**src/rtl/traffic_light_conflict_monitor.sv**
```systemverilog
// Safety observer for the two-intersection lamp controller.
// Ports: clk_50_mhz/reset, 12 vehicle + 8 crossing lamp inputs,
// fault_clear in; armed, fault, fault_code, fault_src, fault_pulse,
// fault_cnt out. Approach index: 0 nrth_s10th, 1 west_s10th,
// 2 nrth_s11th, 3 west_s11th. Codes: 1 triple not one-hot,
// 2 north/west both non-red, 3 illegal step, 4 short yellow,
// 5 crossing walk==stop, 6 walk against traffic.
module traffic_light_conflict_monitor #(
  parameter int MIN_YLW_CYCLES = 100,
  parameter int YLW_CNT_W      = 16
) (
  input  logic       clk_50_mhz,
  input  logic       reset,
  input  logic       red_nrth_s10th,
  input  logic       ylw_nrth_s10th,
  input  logic       grn_nrth_s10th,
  input  logic       red_west_s10th,
  input  logic       ylw_west_s10th,
  input  logic       grn_west_s10th,
  input  logic       red_nrth_s11th,
  input  logic       ylw_nrth_s11th,
  input  logic       grn_nrth_s11th,
  input  logic       red_west_s11th,
  input  logic       ylw_west_s11th,
  input  logic       grn_west_s11th,
  input  logic       walk_nrth_s10th,
  input  logic       stop_nrth_s10th,
  input  logic       walk_west_s10th,
  input  logic       stop_west_s10th,
  input  logic       walk_nrth_s11th,
  input  logic       stop_nrth_s11th,
  input  logic       walk_west_s11th,
  input  logic       stop_west_s11th,
  input  logic       fault_clear,
  output logic       armed,
  output logic       fault,
  output logic [2:0] fault_code,
  output logic [1:0] fault_src,
  output logic       fault_pulse,
  output logic [7:0] fault_cnt
);

  typedef enum logic [1:0] {
    IDLE  = 2'd0,
    ARMED = 2'd1,
    FAULT = 2'd2
  } state_t;

  localparam logic [2:0] L_RED = 3'b100;
  localparam logic [2:0] L_YLW = 3'b010;
  localparam logic [2:0] L_GRN = 3'b001;
  localparam logic [YLW_CNT_W-1:0] MIN_Y =
    YLW_CNT_W'(MIN_YLW_CYCLES);

  // Triples are {red, ylw, grn}; crossings are {walk, stop}.
  logic [3:0][2:0] veh_d;
  logic [3:0][1:0] ped_d;

  assign veh_d = {
    {red_west_s11th, ylw_west_s11th, grn_west_s11th},
    {red_nrth_s11th, ylw_nrth_s11th, grn_nrth_s11th},
    {red_west_s10th, ylw_west_s10th, grn_west_s10th},
    {red_nrth_s10th, ylw_nrth_s10th, grn_nrth_s10th}
  };

  assign ped_d = {
    {walk_west_s11th, stop_west_s11th},
    {walk_nrth_s11th, stop_nrth_s11th},
    {walk_west_s10th, stop_west_s10th},
    {walk_nrth_s10th, stop_nrth_s10th}
  };

  logic [3:0][2:0] veh_cur;
  logic [3:0][2:0] veh_prev;
  logic [3:0][1:0] ped_cur;
  logic [YLW_CNT_W-1:0] ylw_cnt [4];

  // Crossing checks look only at the current sample, so no
  // previous copy of the crossing lamps is kept.
  always_ff @(posedge clk_50_mhz or posedge reset) begin
    if (reset) begin
      veh_cur  <= '0;
      veh_prev <= '0;
      ped_cur  <= '0;
    end else begin
      veh_cur  <= veh_d;
      veh_prev <= veh_cur;
      ped_cur  <= ped_d;
    end
  end

  always_ff @(posedge clk_50_mhz or posedge reset) begin
    if (reset) begin
      for (int i = 0; i < 4; i++) ylw_cnt[i] <= '0;
    end else begin
      for (int i = 0; i < 4; i++) begin
        if (veh_cur[i][1] && !veh_prev[i][1])
          ylw_cnt[i] <= YLW_CNT_W'(1);
        else if (veh_cur[i][1]) begin
          if (ylw_cnt[i] < MIN_Y)
            ylw_cnt[i] <= ylw_cnt[i] + YLW_CNT_W'(1);
        end else
          ylw_cnt[i] <= '0;
      end
    end
  end

  logic [6:1][3:0] viol;
  logic [3:0]      nonred;
  logic            hit;
  logic [2:0]      hit_code;
  logic [1:0]      hit_src;

  always_comb begin
    viol = '0;
    for (int i = 0; i < 4; i++)
      nonred[i] = veh_cur[i][1] | veh_cur[i][0];
    for (int i = 0; i < 4; i++) begin
      logic oh_c;
      logic oh_p;
      logic legal;
      oh_c = $onehot(veh_cur[i]);
      oh_p = $onehot(veh_prev[i]);
      legal = (veh_cur[i] == veh_prev[i]) ||
        (veh_prev[i] == L_RED && veh_cur[i] == L_GRN) ||
        (veh_prev[i] == L_GRN && veh_cur[i] == L_YLW) ||
        (veh_prev[i] == L_YLW && veh_cur[i] == L_RED);
      viol[1][i] = !oh_c;
      viol[3][i] = oh_c && oh_p && !legal;
      viol[4][i] = veh_prev[i] == L_YLW &&
                   veh_cur[i] == L_RED &&
                   ylw_cnt[i] < MIN_Y;
      viol[5][i] = ped_cur[i][1] == ped_cur[i][0];
      // Partner approach at the same intersection is i^1.
      viol[6][i] = ped_cur[i][1] && nonred[i ^ 1];
    end
    viol[2][0] = nonred[0] && nonred[1];
    viol[2][2] = nonred[2] && nonred[3];
  end

  // Scan high to low so the lowest code/index is left standing.
  always_comb begin
    hit      = 1'b0;
    hit_code = 3'd0;
    hit_src  = 2'd0;
    for (int c = 6; c >= 1; c--) begin
      for (int i = 3; i >= 0; i--) begin
        if (viol[c][i]) begin
          hit      = 1'b1;
          hit_code = 3'(c);
          hit_src  = 2'(i);
        end
      end
    end
  end

  state_t state;
  // Low only until the first post-reset edge: prev needs two
  // samples after reset, but only one after a clear.
  logic   warm;

  always_ff @(posedge clk_50_mhz or posedge reset) begin
    if (reset) begin
      state       <= IDLE;
      warm        <= 1'b0;
      armed       <= 1'b0;
      fault       <= 1'b0;
      fault_code  <= 3'd0;
      fault_src   <= 2'd0;
      fault_pulse <= 1'b0;
      fault_cnt   <= 8'd0;
    end else begin
      warm        <= 1'b1;
      fault_pulse <= 1'b0;
      case (state)
        IDLE: begin
          if (warm) begin
            state <= ARMED;
            armed <= 1'b1;
          end
        end
        ARMED: begin
          if (hit) begin
            state       <= FAULT;
            armed       <= 1'b0;
            fault       <= 1'b1;
            fault_code  <= hit_code;
            fault_src   <= hit_src;
            fault_pulse <= 1'b1;
            if (fault_cnt != 8'hFF)
              fault_cnt <= fault_cnt + 8'd1;
          end
        end
        FAULT: begin
          if (fault_clear) begin
            state      <= IDLE;
            fault      <= 1'b0;
            fault_code <= 3'd0;
            fault_src  <= 2'd0;
          end
        end
        default: begin
          state <= IDLE;
          armed <= 1'b0;
        end
      endcase
    end
  end

endmodule
```
**config.mk**
```make
export PLATFORM = sky130hd
export DESIGN_NAME = traffic_light_conflict_monitor
export DESIGN_NICKNAME = d
export VERILOG_FILES = /design/src/rtl/traffic_light_conflict_monitor.sv
export SDC_FILE = /design/constraint.sdc
export NUM_CORES = 1
export LEC_CHECK = 0
export BUFFER_PORTS_ARGS = -buffer_cell sky130_fd_sc_hd__buf_4
export CAP_MARGIN = 5
export CORE_AREA = 2 2 159 161
export DETAILED_ROUTE_END_ITERATION = 6
export DIE_AREA = 0 0 161 163
export PLACE_DENSITY = 0.5
export SLEW_MARGIN = 5
export SYNTH_ARGS = -nofsm -noshare
export SYNTH_HDL_FRONTEND = slang
export SYNTH_SLANG_ARGS = --single-unit
export TNS_END_PERCENT = 1
```
**constraint.sdc**
```tcl
create_clock -name clk_50_mhz -period 4.55 [get_ports clk_50_mhz]
set_input_delay 0.455 -clock clk_50_mhz [delete_from_list [all_inputs] [get_ports clk_50_mhz]]
set_output_delay 0.455 -clock clk_50_mhz [all_outputs]
set_load 0.01 [all_outputs]
```
==> metrics.cfg, run 1 <==
[clocking]
cts_resized = 0
clkTransAtPathRegs_ns = 0.06
ctsLongestPathBuffers = 2
cts_root_buf = clkbuf_16
postCtsSetupRepairBufs = 0
insertion_delay_ns = 0.41
h-tree-depth = 4
cts_tree = done
clock-sinks = 115
cts_hold_buf = 0
cts-buffers-inserted = 17

[timing]
slew_headroom = 0.4685
period_share = 0.7153
drv_slew = 0
setup_slack_ns = 1.295
clock_skew_ns = 0.007753
max_freq_mhz = 307.2
tns_ns = 0
rsz0062_at_grt = false
fin_crit_ns = 3.255
finalHoldViolCount = 0
setup_viol = 0
tightestPinTransition_ns = 0.7943

[grt]
grt_pass1_wl_um = 22940
busiest_layer = met2
grt_use_total = 0.1093
met3_usage = 0.03438
grt_max_degree = 48
grtUsageMet2 = 0.1709
antenna_found_initial = 1
grt_pass1_vias = 4487
use_met1 = 0.1446
grt_overflow = 0

[setup_path]
crit_type = flop to flop
r2r_slack_ns = 1.30
timing.rr.end = fault_cnt[6]
critPathMaxFanout = 16
startpoint = veh_cur[10]
endpoint_kind = flop
required_ns = 4.84
cp-start-kind = flop
r2r_start = veh_cur[10]
endpoint = fault_cnt[6]
r2r_cells = 9
arrival_ns = 3.55

[floorplan]
ioPinCount = 39
start_util = 0.2447
rows = 58
die_h_um = 163
core_um2 = 24670
dieArea_um2 = 26240
die_x_um = 161

[layout]
nFillCells = 2626
diodes = 0
layout_common_cells = dfrtp_1 (115), nor2_1 (66), nand2_1 (57)
area_delta_synth_final_pct = 20.33
seqCellArea_um2 = 2878
layout.nets = 707
layout_commonest_cell = dfrtp_1
multi_input_area_um2 = 2969
final_cells = 1004
layout-drive-gt1-share = 0.1395

[power_and_ir_drop]
ir_drop_mv = 0.2557
power_density_nw_per_um2 = 391.0
p_leak_uw = 0.003211
power_uw = 2841

[status]
run_status = finished clean

[route]
vias = 4521
vias_per_cell = 4.503
ant_nets = 0
wirelength_um = 13400
firstDrtPassIters = 4
drcViolationCount = 0
wl_per_cell_um = 13.34
drt_iter0_markers = 220

[logic_synthesis]
synthFlopType = dfrtp_1
syn_area_um2 = 6038
synth_edf_count = 0
postSynth.asyncResetShare = 1.000
synth.distinct_cells = 63
ys_seq_elements = 115
syn-mean-instance-area_um2 = 9.818
syn_nets = 659
synth_cells = 615
ys_seq_area_frac = 0.4766
yosysWarnings = 0

[place]
dp_slack_ns = 1.293
placed_cells = 974
port_buffers = 38
dp_hpwl_um = 9492
place_congestion = 0.7626

[run]
drv_cap = 0

[worst_hold_path]
hold_class = input port to async pin

-- cell families (layout without fill, tap and decap cells) --
kind of cell / after synthesis / count (layout) / share of synthesized area
AND/OR/NAND/NOR: 275 / 275 / 0.2404
flip-flops: 115 / 115 / 0.4766
AO/OA/AOI/OAI: 97 / 97 / 0.1133
XOR/XNOR: 54 / 54 / 0.07833
buffers and inverters: 49 / 108 / 0.03170
adder cells (fa/ha/maj): 21 / 21 / 0.05346
multiplexers: 3 / 3 / 0.005594
other: 1 / 1 / 0.0006210
-- layout make-up --
cell class / count / share of cell area
well taps: 330 / 0.05683
inverters: 37 / 0.01946
multi-input cells: 451 / 0.4086
clock inverters: 11 / 0.01567
clock buffers: 19 / 0.06096
repair buffers: 41 / 0.04236
flip-flops and latches: 115 / 0.3961
-- power breakdown --
part / internal, uW / switching (uW)
sequential: 1100 / 83.6
combinational: 179 / 208
clock: 807 / 459
total: 2090 / 751
-- synthesized netlist by cell type, drive strengths merged, types with 2 or more instances --
cell type | count | area, um^2
dfrtp | 115 | 2878
nor2 | 66 | 247.7
nand2 | 58 | 220.2
nand3 | 40 | 200.2
inv | 37 | 138.9
o21ai | 35 | 175.2
xor2 | 30 | 262.8
xnor2 | 24 | 210.2
a21oi | 22 | 110.1
nand4 | 22 | 137.6
and3 | 14 | 87.58
ha | 13 | 162.7
clkbuf | 10 | 37.54
nor3 | 9 | 50.05
fa | 8 | 160.2
nand2b | 8 | 50.05
nor4bb | 8 | 80.08
and4 | 7 | 63.81
nor4 | 7 | 50.05
o211ai | 7 | 52.55
or3 | 7 | 48.80
nor2b | 6 | 37.54
or2 | 6 | 37.54
o41ai | 5 | 88.84
nand3b | 4 | 30.03
nor3b | 4 | 30.03
o31ai | 4 | 30.03
a31oi | 3 | 33.78
mux2 | 3 | 33.78
a211oi | 2 | 15.01
a21o | 2 | 16.27
and2 | 2 | 12.51
and3b | 2 | 17.52
buf | 2 | 15.01
nand4b | 2 | 17.52
o21a | 2 | 15.01
o22ai | 2 | 12.51
o311a | 2 | 20.02
or4 | 2 | 22.52
-- how the worst min path moves through the flow --
stage / slack, ns / start / to / depth (start not counted)
floorplan: 0.35 / veh_cur[9] / veh_prev[9] / 0
global placement: 0.44 / veh_cur[5] / veh_prev[5] / 0
detailed placement: 0.44 / veh_cur[5] / veh_prev[5] / 0
CTS: 0.13 / stop_nrth_s11th / ped_cur[4] / 1
global route: 0.13 / walk_nrth_s11th / ped_cur[5] / 1
finish: 0.14 / reset / ylw_cnt[27] / 2
-- worst max-delay path, cell delays in order (launching register included) --
cell and delay (ns):
dfrtp_1 0.56, inv_1 0.13, fa_1 0.47, nand2b_1 0.22
nor2_1 0.17, nand3_1 0.19, nor4_1 0.63, a31oi_4 0.28
nand4_1 0.18, mux2_1 0.32
-- flip-flops by register name, summed over array words and instances (netlist names) --
signal	cells
armed	1
fault	1
fault_cnt	8
fault_code	3
fault_pulse	1
fault_src	2
ped_cur	8
state	2
veh_cur	12
veh_prev	12
warm	1
ylw_cnt	64
-- through the flow --
stage                     hold WS, ns    util  instance area, um^2
after CTS                      0.1308  0.2945                 7266
after global routing           0.1257  0.2945                 7266
after detailed placement       0.4445  0.2719                 6709
after global placement         0.4376  0.2719                 6709
after floorplan                0.3519       -                 6038
final                          0.1393  0.2945                 7266
-- per-layer routing --
metal,share of wire,up-vias
met4,0.011,2
met1,0.49,2202
met5,0.0010,-
met3,0.031,12
li1,-,2262
met2,0.46,43
(Power assumes the default switching activity.)
==> run 2: changes to the inputs <==
Settings changed: ABC_AREA from default to 1, PLACE_DENSITY 0.5 to 0.52.
Clock period 4.55 ns to 2.8 ns, I/O delays scaled along.
==> metrics.cfg, run 2 <==
[layout]
area_delta_synth_final_pct = 27.11
layout_common_cells = nand2_1 (127), inv_1 (116), dfrtp_1 (113)
final_cells = 1152
multi_input_area_um2 = 2690
diodes = 0
layout-drive-gt1-share = 0.1484
final_area_um2 = 7697
largest_reg_flops = 64
layout.nets = 854
reg.largest.list = ylw_cnt (64), veh_cur (12), veh_prev (12)
top_register = ylw_cnt
seqCellArea_um2 = 2880
layout_commonest_cell = nand2_1
nFillCells = 2639

[logic_synthesis]
yosysWarnings = 0
synth_cells = 725
synth_most_common_cell = nand2_1
postSynth.asyncResetShare = 1.000
syn-mean-instance-area_um2 = 8.353
ys_seq_area_frac = 0.4752
synth_area_leaders = dfrtp_1 (48%), nand2_1 (7.9%), inv_1 (7.4%), nor2_1 (4.7%), a21oi_1 (3.4%)
syn_nets = 769
yosys-top-cells-count = nand2_1 (127), inv_1 (119), dfrtp_1 (115), nor2_1 (76), a21oi_1 (41)
synthFlopType = dfrtp_1
yosys.area.top_type = dfrtp_1
synth_edf_count = 0
yosysTopAreaCellShare = 0.4752
synth.distinct_cells = 51
ys_seq_elements = 115
syn_area_um2 = 6056

[clocking]
cts_tree = done
h-tree-depth = 4
cts-buffers-inserted = 17
clock-sinks = 115
cts_root_buf = clkbuf_16
ctsLongestPathBuffers = 2
clkTransAtPathRegs_ns = 0.05
insertion_delay_ns = 0.41

[timing]
tns_ns = 0
slew_headroom = 0.5902
finalHoldViolCount = 0
drv_slew = 0
period_share = 0.9046
clock_skew_ns = 0.008539
rsz0062_at_grt = false
max_freq_mhz = 394.8
setup_viol = 0
tightestPinTransition_ns = 0.6134
fin_crit_ns = 2.533

[route]
vias_per_cell = 4.294
vias = 4947
drt_iter0_markers = 249
wirelength_um = 13680
ant_nets = 0
firstDrtPassIters = 4
wl_per_cell_um = 11.87
drcViolationCount = 0

[power_and_ir_drop]
seqPwrFrac = 0.381
p_sw_uw = 1268
swShare = 0.2527
ir_drop_mv = 0.3958
power_density_nw_per_um2 = 651.9
p_leak_uw = 0.003581
clkPwrFrac = 0.482
combinationalPowerShare = 0.137
internal_power_uw = 3750

[setup_path]
r2r_slack_ns = 0.27
critical_path.cell_chain = inv_1, fa_1, nor2_1, inv_1, nor2_1, nand2_1, inv_1, nand3_1, nor2_2, nand2_2, nand2_4, inv_2, a21oi_4, nand2_1, o21ai_0
endpoint_kind = flop
required_ns = 3.12
crit_type = flop to flop
arrival_ns = 2.86
critPathMaxFanout = 6
slowest_delay_ns = 0.44
crit_buf_inv = 4
cp_top_family = simple AND/OR/NAND/NOR gates
cp-start-kind = flop
path_common_cell = inv_1
critical_path.slowest_cell = fa_1

[place]
dp_hpwl_um = 10360
place_congestion = 0.8129
port_buffers = 38
placed_cell_area_um2 = 6825
placed_cells = 1100

[grt]
grt_overflow = 0
grt_pass1_vias = 4952
antenna_found_initial = 0
grt_pass1_wl_um = 23980
grt_max_degree = 46
grt_use_total = 0.1131

[floorplan]
start_util = 0.2454
core_um2 = 24670
die_x_um = 161
ioPinCount = 39
die_h_um = 163
dieArea_um2 = 26240
rows = 58

[worst_hold_path]
hold_class = input port to flop

[status]
run_status = finished clean

[run]
drv_cap = 0

==> run 2: cells by family (layout without fill, tap and decap cells) <==
family	count (synthesis)	count (layout)	synth area share
compound gates	107	107	0.1068
xor+xnor	13	13	0.01880
fa+ha+maj	21	21	0.05331
buf+inv	129	226	0.08058
flops	115	115	0.4752
other cells	1	1	0.0006192
simple gates	339	339	0.2647
==> run 2: layout make-up <==
class	count	area share
clock buffers	22	0.06291
repair buffers	67	0.07380
inverters	128	0.06323
well taps	330	0.05364
flip-flops and latches	115	0.3742
clock inverters	9	0.02276
multi-input cells	481	0.3495
==> run 2: routing by layer <==
layer | vias up | GRT usage | part of all wire
met2 | 62 | 0.1771 | 0.45
met4 | 0 | 0.03774 | 0.010
li1 | 2577 | - | -
met3 | 13 | 0.03081 | 0.028
met5 | - | 0 | 0
met1 | 2295 | 0.1514 | 0.51
==> run 2: final timing paths <==
kind                       cells past startpoint   startpoint       endpoint
hold / removal                                 2  fault_clear       state[1]
setup reg to reg                              15   veh_cur[7]  fault_code[0]
hold reg to reg                                0   veh_cur[8]    veh_prev[8]
max in group asynchronous                      4        reset    ylw_cnt[57]
setup / recovery                              15   veh_cur[7]  fault_code[0]
min in group asynchronous                      3        reset    ylw_cnt[31]
==> run 2: repair_timing <==
| action | CTS | global route |
|---|---|---|
| gates resized for setup | 0 | 4 |
| setup buffers | 0 | 0 |
| hold buffers | 21 | 0 |
| setup endpoints to repair | 0 | 7 |
| hold endpoints to repair | 43 | 0 |
==> run 2: stage by stage <==
stage | hold slack, ns | worst slack [ns] | power, uW | util
2_1_floorplan | 0.3114 | 0.5386 | 2335 | -
3_3_place_gp | 0.3795 | 0.2965 | 2616 | 0.2766
3_5_place_dp | 0.3906 | 0.2451 | 2616 | 0.2766
4_1_cts | 0.06681 | 0.1975 | 5098 | 0.3119
5_1_grt | 0.07216 | 0.02457 | 5288 | 0.3120
6_report | 0.08509 | 0.2670 | 5018 | 0.3120
==> run 2: worst register-to-register path, stage by stage (launching register included) <==
cell and delay [ns]:
dfrtp_1 0.43, inv_1 0.17, fa_1 0.44, nor2_1 0.16, inv_1 0.07, nor2_1 0.14, nand2_1 0.09, inv_1 0.08
nand3_1 0.08, nor2_2 0.18, nand2_2 0.08, nand2_4 0.12, inv_2 0.08, a21oi_4 0.19, nand2_1 0.07, o21ai_0 0.08
==> run 2: power by group through the flow <==
stage	Clock, uW	Combinational (uW)	Sequential, uW
2_1_floorplan	0	393	1940
3_3_place_gp	0	669	1950
3_5_place_dp	0	672	1940
4_1_cts	2480	702	1920
5_1_grt	2580	779	1930
6_report	2420	686	1910
==> run 3: changes to the inputs <==
Settings changed: GPL_TIMING_DRIVEN from default to 0.
==> metrics.cfg, run 3 (same netlist as run 2, synthesis figures left out) <==
[layout]
final_cells = 1153
reg.largest.list = ylw_cnt (64), veh_cur (12), veh_prev (12)
layout_common_cells = nand2_1 (127), inv_1 (115), dfrtp_1 (111)
nFillCells = 2644
layout.nets = 855
area_delta_synth_final_pct = 26.76
largest_reg_flops = 64
seqCellArea_um2 = 2883
layout-drive-gt1-share = 0.1543
top_register = ylw_cnt
diodes = 0
layout_commonest_cell = nand2_1
multi_input_area_um2 = 2700

[timing]
slew_headroom = 0.5839
period_share = 0.8958
clock_skew_ns = 0.006420
setup_viol = 0
max_freq_mhz = 398.7
finalHoldViolCount = 0
fin_crit_ns = 2.508
tns_ns = 0
drv_slew = 0
tightestPinTransition_ns = 0.6218

[grt]
grt_max_degree = 40
antenna_found_initial = 0
grt_overflow = 0
grt_pass1_vias = 5062
grt_pass1_wl_um = 24600
grt_use_total = 0.1156

[clocking]
clkTransAtPathRegs_ns = 0.05
ctsLongestPathBuffers = 2
insertion_delay_ns = 0.41
h-tree-depth = 4
cts_root_buf = clkbuf_16
cts-buffers-inserted = 17
clock-sinks = 115
cts_tree = done

[status]
run_status = finished clean

[setup_path]
cp_top_family = simple AND/OR/NAND/NOR gates
cp-start-kind = flop
r2r_cells = 14
timing.rr.end = fault_cnt[6]
endpoint = fault_cnt[6]
critPathMaxFanout = 10
r2r_start = veh_cur[3]
startpoint = veh_cur[3]
critical_path.cell_chain = inv_2, fa_1, nor2_1, inv_1, nor3b_1, nand4_1, nand3_1, nor2_4, nand2_2, nand2_4, nor2_8, inv_4, o21ai_1, nand2_1
arrival_ns = 2.81
endpoint_kind = flop
critical_path.slowest_cell = fa_1
r2r_slack_ns = 0.29
worst-path-stages = 14
crit_buf_inv = 3
crit_type = flop to flop
slowest_delay_ns = 0.47
required_ns = 3.10

[route]
firstDrtPassIters = 7
drcViolationCount = 0
wl_per_cell_um = 12.04
vias = 5022
drt_iter0_markers = 290
wirelength_um = 13890
vias_per_cell = 4.356
ant_nets = 0

[floorplan]
start_util = 0.2454
core_um2 = 24670
ioPinCount = 39
die_x_um = 161
dieArea_um2 = 26240
die_h_um = 163
rows = 58

[place]
place_congestion = 0.8373
placed_cells = 1096
port_buffers = 38
dp_hpwl_um = 10220

[power_and_ir_drop]
power_density_nw_per_um2 = 625.3
p_leak_uw = 0.003557
ir_drop_mv = 0.3588

[worst_hold_path]
min_path_cells = 2
hold_class = input port to flop

[run]
drv_cap = 0

==> run 3: cell count changes in the layout (fill, tap and decap cells not counted), moves of 2 or more <==
| cell | before | now |
|---|---|---|
| clkinv_2 | 2 | 4 |
| buf_12 | 1 | 3 |
| buf_4 | 45 | 43 |
| dfrtp_2 | 2 | 4 |
| clkbuf_8 | 4 | 2 |
| dfrtp_1 | 113 | 111 |
| bufinv_16 | 5 | 3 |
| nor2_1 | 76 | 74 |
==> run 3: layout make-up <==
type,instances,share of cell area
multi-input combinational,481,0.3518
clock inverter,10,0.01728
clock buffer,21,0.05998
timing repair buffer,67,0.07726
sequential,115,0.3755
tap,330,0.05379
buffer,1,0.0006520
inverter,128,0.06373
==> run 3: worst min-delay path by stage <==
stage	startpoint	to	slack, ns
2_1_floorplan	stop_nrth_s10th	ped_cur[0]	0.31
6_report	fault_clear	state[1]	0.07
3_3_place_gp	veh_cur[11]	veh_prev[11]	0.38
3_5_place_dp	reset	ylw_cnt[24]	0.28
5_1_grt	fault_clear	state[1]	0.06
4_1_cts	fault_clear	state[1]	0.05
==> run 3: per-layer routing <==
metal | routed length [um] | global-route usage | share of wire
met5 | 0 | 0 | 0
met4 | 167 | 0.03571 | 0.012
met3 | 382 | 0.02954 | 0.028
met2 | 6477 | 0.1828 | 0.47
met1 | 6860 | 0.1557 | 0.49
==> run 3: where the power goes <==
group          total (uW)  internal, uW  switching [uW]
combinational         697           302             395
sequential           1910          1790             125
clock                2190          1430             757
total                4800          3520            1280
==> run 3: metrics by stage <==
| stage | total power (uW) | setup slack (ns) | cell area (um^2) | hold slack, ns | utilization |
|---|---|---|---|---|---|
| floorplan | 2335 | 0.5386 | 6060 | 0.3114 | - |
| global placement | 2603 | 0.04999 | 6758 | 0.3834 | 0.2739 |
| detailed placement | 2616 | 0.08851 | 6818 | 0.2824 | 0.2763 |
| CTS | 4876 | 0.02675 | 7621 | 0.04899 | 0.3089 |
| global route | 5080 | -0.00007128 | 7676 | 0.05765 | 0.3111 |
| finish | 4800 | 0.2917 | 7676 | 0.07233 | 0.3111 |
==> run 3: what timing repair did <==
item,CTS,global route
hold buffers,21,0
setup buffers,0,5
setup endpoints to repair,0,14
gates resized for setup,0,11
endpoints found under the hold margin,30,0
